### config.mk
export PLATFORM = sky130hd
export DESIGN_NAME = uart_prog_loader
export DESIGN_NICKNAME = d
export VERILOG_FILES = /design/src/rtl/uart_prog_loader.sv
export SDC_FILE = /design/constraint.sdc
export NUM_CORES = 1
export LEC_CHECK = 0
export CORE_MARGIN = 8
export CORE_UTILIZATION = 51
export CTS_BUF_LIST = sky130_fd_sc_hd__clkbuf_16
export CTS_CLUSTER_SIZE = 40
export DETAILED_ROUTE_END_ITERATION = 8
export PLACE_DENSITY = 0.86
export SLEW_MARGIN = 20
export SYNTH_ARGS = -nofsm -noshare
export SYNTH_HDL_FRONTEND = slang
export SYNTH_SLANG_ARGS = --single-unit
### constraint.sdc
create_clock -name upg_clk_i -period 3.45 [get_ports upg_clk_i]
set_input_delay 0.69 -clock upg_clk_i [delete_from_list [all_inputs] [get_ports upg_clk_i]]
set_output_delay 0.69 -clock upg_clk_i [all_outputs]
set_load 0.02 [all_outputs]
### src/rtl/uart_prog_loader.sv
// UART programming-port feeder: receives 8N1 bytes, packs them little-endian into
// 32-bit words and writes them at sequential addresses until idle timeout or memory full.
module uart_prog_loader #(
  parameter int CLKS_PER_BIT = 87,
  parameter int IDLE_BITS    = 32,
  parameter int DEPTH_WORDS  = 16384
) (
  input  logic        upg_clk_i,
  input  logic        upg_rst_i,
  input  logic        rx_i,
  output logic [3:0]  upg_wen_o,
  output logic [13:0] upg_adr_o,
  output logic [31:0] upg_dat_o,
  output logic        upg_done_o,
  output logic        frame_err_o
);

  localparam int HALF_BIT   = CLKS_PER_BIT / 2;
  localparam int CNT_W      = $clog2(CLKS_PER_BIT + 1);
  localparam int IDLE_LIMIT = IDLE_BITS * CLKS_PER_BIT;
  localparam int IDLE_W     = $clog2(IDLE_LIMIT + 1);
  localparam logic [13:0] LAST_ADR = 14'(DEPTH_WORDS - 1);

  typedef enum logic [1:0] {IDLE, START, DATA, STOP} rx_state_t;

  rx_state_t          state, state_nxt;
  logic [CNT_W-1:0]   clk_cnt, clk_cnt_nxt;
  logic [2:0]         bit_cnt, bit_cnt_nxt;
  logic [7:0]         shift;
  logic               shift_en, byte_vld, byte_bad, start_det;
  logic               rx_sync_p0, rx_sync_p1;
  logic [1:0]         lane;
  logic [31:0]        word_buf;
  logic [IDLE_W-1:0]  idle_cnt;
  logic               seen, idle_run, timeout;

  // Stage p0/p1: two-flop synchronizer for the asynchronous serial line
  always_ff @(posedge upg_clk_i or posedge upg_rst_i) begin
    if (upg_rst_i) begin
      rx_sync_p0 <= 1'b1;
      rx_sync_p1 <= 1'b1;
    end else begin
      rx_sync_p0 <= rx_i;
      rx_sync_p1 <= rx_sync_p0;
    end
  end

  always_ff @(posedge upg_clk_i or posedge upg_rst_i) begin
    if (upg_rst_i) begin
      state   <= IDLE;
      clk_cnt <= '0;
      bit_cnt <= '0;
    end else begin
      state   <= state_nxt;
      clk_cnt <= clk_cnt_nxt;
      bit_cnt <= bit_cnt_nxt;
    end
  end

  always_ff @(posedge upg_clk_i) begin
    if (shift_en) shift <= {rx_sync_p1, shift[7:1]};
  end

  always_comb begin
    state_nxt   = state;
    clk_cnt_nxt = clk_cnt + CNT_W'(1);
    bit_cnt_nxt = bit_cnt;
    shift_en    = 1'b0;
    byte_vld    = 1'b0;
    byte_bad    = 1'b0;
    start_det   = 1'b0;
    case (state)
      IDLE: begin
        clk_cnt_nxt = '0;
        if (!rx_sync_p1) begin
          state_nxt = START;
          start_det = 1'b1;
        end
      end
      START: begin
        // A line that is high again at mid start bit was only a glitch
        if (clk_cnt == CNT_W'(HALF_BIT - 1)) begin
          clk_cnt_nxt = '0;
          bit_cnt_nxt = '0;
          state_nxt   = rx_sync_p1 ? IDLE : DATA;
        end
      end
      DATA: begin
        if (clk_cnt == CNT_W'(CLKS_PER_BIT - 1)) begin
          clk_cnt_nxt = '0;
          shift_en    = 1'b1;
          bit_cnt_nxt = bit_cnt + 3'd1;
          if (bit_cnt == 3'd7) state_nxt = STOP;
        end
      end
      STOP: begin
        if (clk_cnt == CNT_W'(CLKS_PER_BIT - 1)) begin
          clk_cnt_nxt = '0;
          state_nxt   = IDLE;
          if (rx_sync_p1) byte_vld = 1'b1;
          else            byte_bad = 1'b1;
        end
      end
      default: state_nxt = IDLE;
    endcase
  end

  assign idle_run = (state == IDLE) && seen && !upg_done_o && (upg_wen_o == 4'd0);
  assign timeout  = idle_run && (idle_cnt == IDLE_W'(IDLE_LIMIT - 1));

  always_ff @(posedge upg_clk_i or posedge upg_rst_i) begin
    if (upg_rst_i) begin
      lane        <= '0;
      word_buf    <= '0;
      idle_cnt    <= '0;
      seen        <= 1'b0;
      upg_wen_o   <= '0;
      upg_adr_o   <= '0;
      upg_dat_o   <= '0;
      upg_done_o  <= 1'b0;
      frame_err_o <= 1'b0;
    end else begin
      if (byte_bad) frame_err_o <= 1'b1;
      if (start_det || byte_vld) idle_cnt <= '0;
      else if (idle_run)         idle_cnt <= idle_cnt + IDLE_W'(1);

      if (upg_wen_o != 4'd0) begin
        // A partial (flush) write or a write to the last word ends the load
        upg_wen_o <= '0;
        if (upg_wen_o != 4'hF || upg_adr_o == LAST_ADR) upg_done_o <= 1'b1;
        else                                            upg_adr_o  <= upg_adr_o + 14'd1;
      end else if (!upg_done_o) begin
        if (byte_vld) begin
          seen                      <= 1'b1;
          lane                      <= lane + 2'd1;
          word_buf[{lane, 3'b000} +: 8] <= shift;
          if (lane == 2'd3) begin
            upg_wen_o <= 4'hF;
            upg_dat_o <= {shift, word_buf[23:0]};
            word_buf  <= '0;
          end
        end else if (timeout) begin
          if (lane != 2'd0) begin
            upg_wen_o <= (4'd1 << lane) - 4'd1;
            upg_dat_o <= word_buf;
            word_buf  <= '0;
            lane      <= '0;
          end else begin
            upg_done_o <= 1'b1;
          end
        end
      end
    end
  end

endmodule

==> metrics.txt <==
setup slack after layout 0.798 ns; Residual DRC 0; EDFF count, synth 8; Clock Pin Slew Worst Setup and Hold Paths 0.05 ns; Setup Crit Path Kind reg -> reg; CP Launch Type flop; Leak 2.92 nW; # setup viols final 0; Layout area overhead 25.0%; Die W 117 um; number of synthesized register bits 121; final setup TNS 0 ns; Core Area 9770 sq um; Via density 5.81; post-layout net count 492; crit path capture type flop; layout cell share with drive strength beyond 1 0.153; hold-fix buffers at CTS 0; Initial Util 0.527; Rows 36; PwrDens 494 nW/um^2; synthesized area 5150 sq um; Slew Limit Fails 0; Global Route met1 Usage 0.212; Slowest cell on crit path or4_1; Chip Height 117 um; MaxCap Viol Count 0; first-pass GRT wire length 18900 um; clock buffer count from CTS 17; CP max stage delay 0.57 ns; post_cts resized 0; count of cell types in the netlist 55; Final period util 0.769; Antenna Nets Post-Route 0; DRT iter0 DRCs 298; Port Buf Inserts 54; warnings from Yosys 0; clk sinks 121; Cell Chain, Critical Path inv_1 > ha_1 > or4_1 > o22ai_2 > buf_12 > mux2_2; met2 usage 0.306; Final Hold Fails 0; syn nets 426; synthesized area per cell 12.5 sq um; Root Buffer clkbuf_16; Total Routing Usage GR 0.184; RSZ-0062 raised after global routing false; gp weighted congestion 0.838; Clock Latency Late Sink 0.41 ns; Worst Path Max Fanout 18; DP Worst Slack 0.869 ns; global-route track usage on met3 0.0589; number of global-route vias before repair 3716; fmax 377 MHz; Max clock buf depth 2; Worst Skew 0.0144 ns; cells after synthesis 412; dpl hpwl 7470 um; largest net degree at the start of global routing 42; Slew HR 0.479; Req. time, crit path 3.73 ns; status finished, final reports clean; cell family with most CP delay simple AND/OR/NAND/NOR gates; Post-CTS Setup Repair Bufs 0; H-tree Lvls 4; maximum VDD drop 0.000304 V; Top Usage Layer GRT met2; Least-Margin Pin Slew 0.779 ns; crit path buf inv count 2; CP Data Arrival Time 2.94 ns; Seq/Total Area, Yosys 0.596; ant diodes 0; asr flop ratio synth 0.934; flop2flop setup slack 0.80 ns; Initial DRT Pass Iterations 5; Total Power 3.18 mW; Remaining Overflow, GRT 0; Routed WL 11400 um; Die ar. 13600 sq um; vias 3616; Final min period 2.65 ns; initial antenna violation count 0; WL/cell 18.3 um; Synth Flop Type dfrtp_1; TritonCTS clock tree done; Min-Delay Path Class reg -> reg; Ports 55
## routing by layer
| metal | share of wire | vias to the layer above | wire [um] |
|---|---|---|---|
| li1 | - | 1634 | - |
| met5 | 0 | - | 0 |
| met4 | 0.024 | 0 | 269 |
| met2 | 0.52 | 132 | 5920 |
| met1 | 0.39 | 1821 | 4440 |
| met3 | 0.069 | 29 | 783 |
## cell type report
cell class | instances | area, sq um
clock buffers | 18 | 450
well taps | 133 | 166
multi-input cells | 272 | 2000
flip-flops and latches | 121 | 3070
clock inverters | 12 | 110
inverters | 7 | 30.0
repair buffers | 59 | 616
fillers | 683 | 3330
## worst reg2reg max path, cell delays in order, from the launching register on
cell	delay, ns
dfrtp_1	0.42
inv_1	0.13
ha_1	0.32
or4_1	0.57
o22ai_2	0.50
buf_12	0.24
mux2_2	0.36
## cells in the mapped netlist, types with 2 or more instances
cell type	count	area, sq um
or3_1	4	25.0
dfrtp_1	111	2780
dfstp_2	2	52.6
a211oi_4	2	40.0
nor2b_1	4	25.0
mux2_2	25	282
or2_2	2	12.5
inv_1	7	26.3
a31oi_1	2	12.5
and2_1	2	12.5
o22ai_2	4	50.1
a21oi_1	7	35.0
nor2_1	46	173
nand3_1	18	90.1
nor3_1	6	30.0
buf_2	3	15.0
clkbuf_1	8	30.0
nand4_1	10	62.6
or4_1	2	15.0
mux2i_1	3	30.0
and3_1	12	75.1
nand2_1	15	56.3
edfxtp_1	8	240
a22o_1	24	210
xnor2_1	15	131
nand2b_1	4	25.0
o22ai_1	11	68.8
o21ai_0	7	35.0
xor2_1	12	105
ha_1	11	138
## where the power goes
group	switching (mW)	total, mW	internal [mW]
sequential	0.0155	1.46	1.44
combinational	0.0386	0.0564	0.0178
clock	0.587	1.67	1.08
total	0.641	3.18	2.54
## layout by cell type, fill, tap and decap left out, types with 11 or more instances in the layout
cell type	Yosys	final
dfrtp_1	111	111
clkdlybuf4s50_1	0	54
nor2_1	46	46
mux2_2	25	25
a22o_1	24	24
nand3_1	18	18
clkbuf_16	0	18
nand2_1	15	15
xnor2_1	15	15
and3_1	12	12
xor2_1	12	12
o22ai_1	11	11
ha_1	11	11
## cell families (layout without fill, tap and decap cells)
logic type,count (synthesis),count (layout),synth area share
xor+xnor,27,27,0.0459
fa+ha+maj,11,11,0.0267
mux,28,28,0.0605
flops,121,121,0.596
compound gates,63,63,0.0974
buf+inv,19,96,0.0160
simple gates,143,143,0.157
## registers in the layout, summed over array words and instances (netlist names), 2 cells and up, named ones only
signal	count
idle_cnt	12
bit_cnt	3
lane	2
upg_dat_o	32
word_buf	32
upg_adr_o	14
upg_wen_o	4
clk_cnt	7
shift	8
## path summary, 6_finish.rpt
kind,start,to,cells past startpoint
max reg2reg,lane[0],upg_dat_o[17],6
max in group asynchronous,upg_rst_i,rx_sync_p1,3
min reg2reg,rx_sync_p0,rx_sync_p1,0
min,rx_sync_p0,rx_sync_p1,0
min in group asynchronous,upg_rst_i,upg_dat_o[22],2
max,lane[0],upg_dat_o[17],6
## stage by stage
step / hold slack (ns) / cells / utilization / instance area [sq um]
global route: 0.363 / 622 / 0.659 / 6440
detailed placement: 0.348 / 592 / 0.602 / 5880
floorplan: 0.345 / 412 / - / 5150
global placement: 0.347 / 592 / 0.602 / 5880
finish: 0.355 / 622 / 0.659 / 6440
CTS: 0.355 / 622 / 0.659 / 6440
No activity file was read; power rests on OpenSTA's default activity.
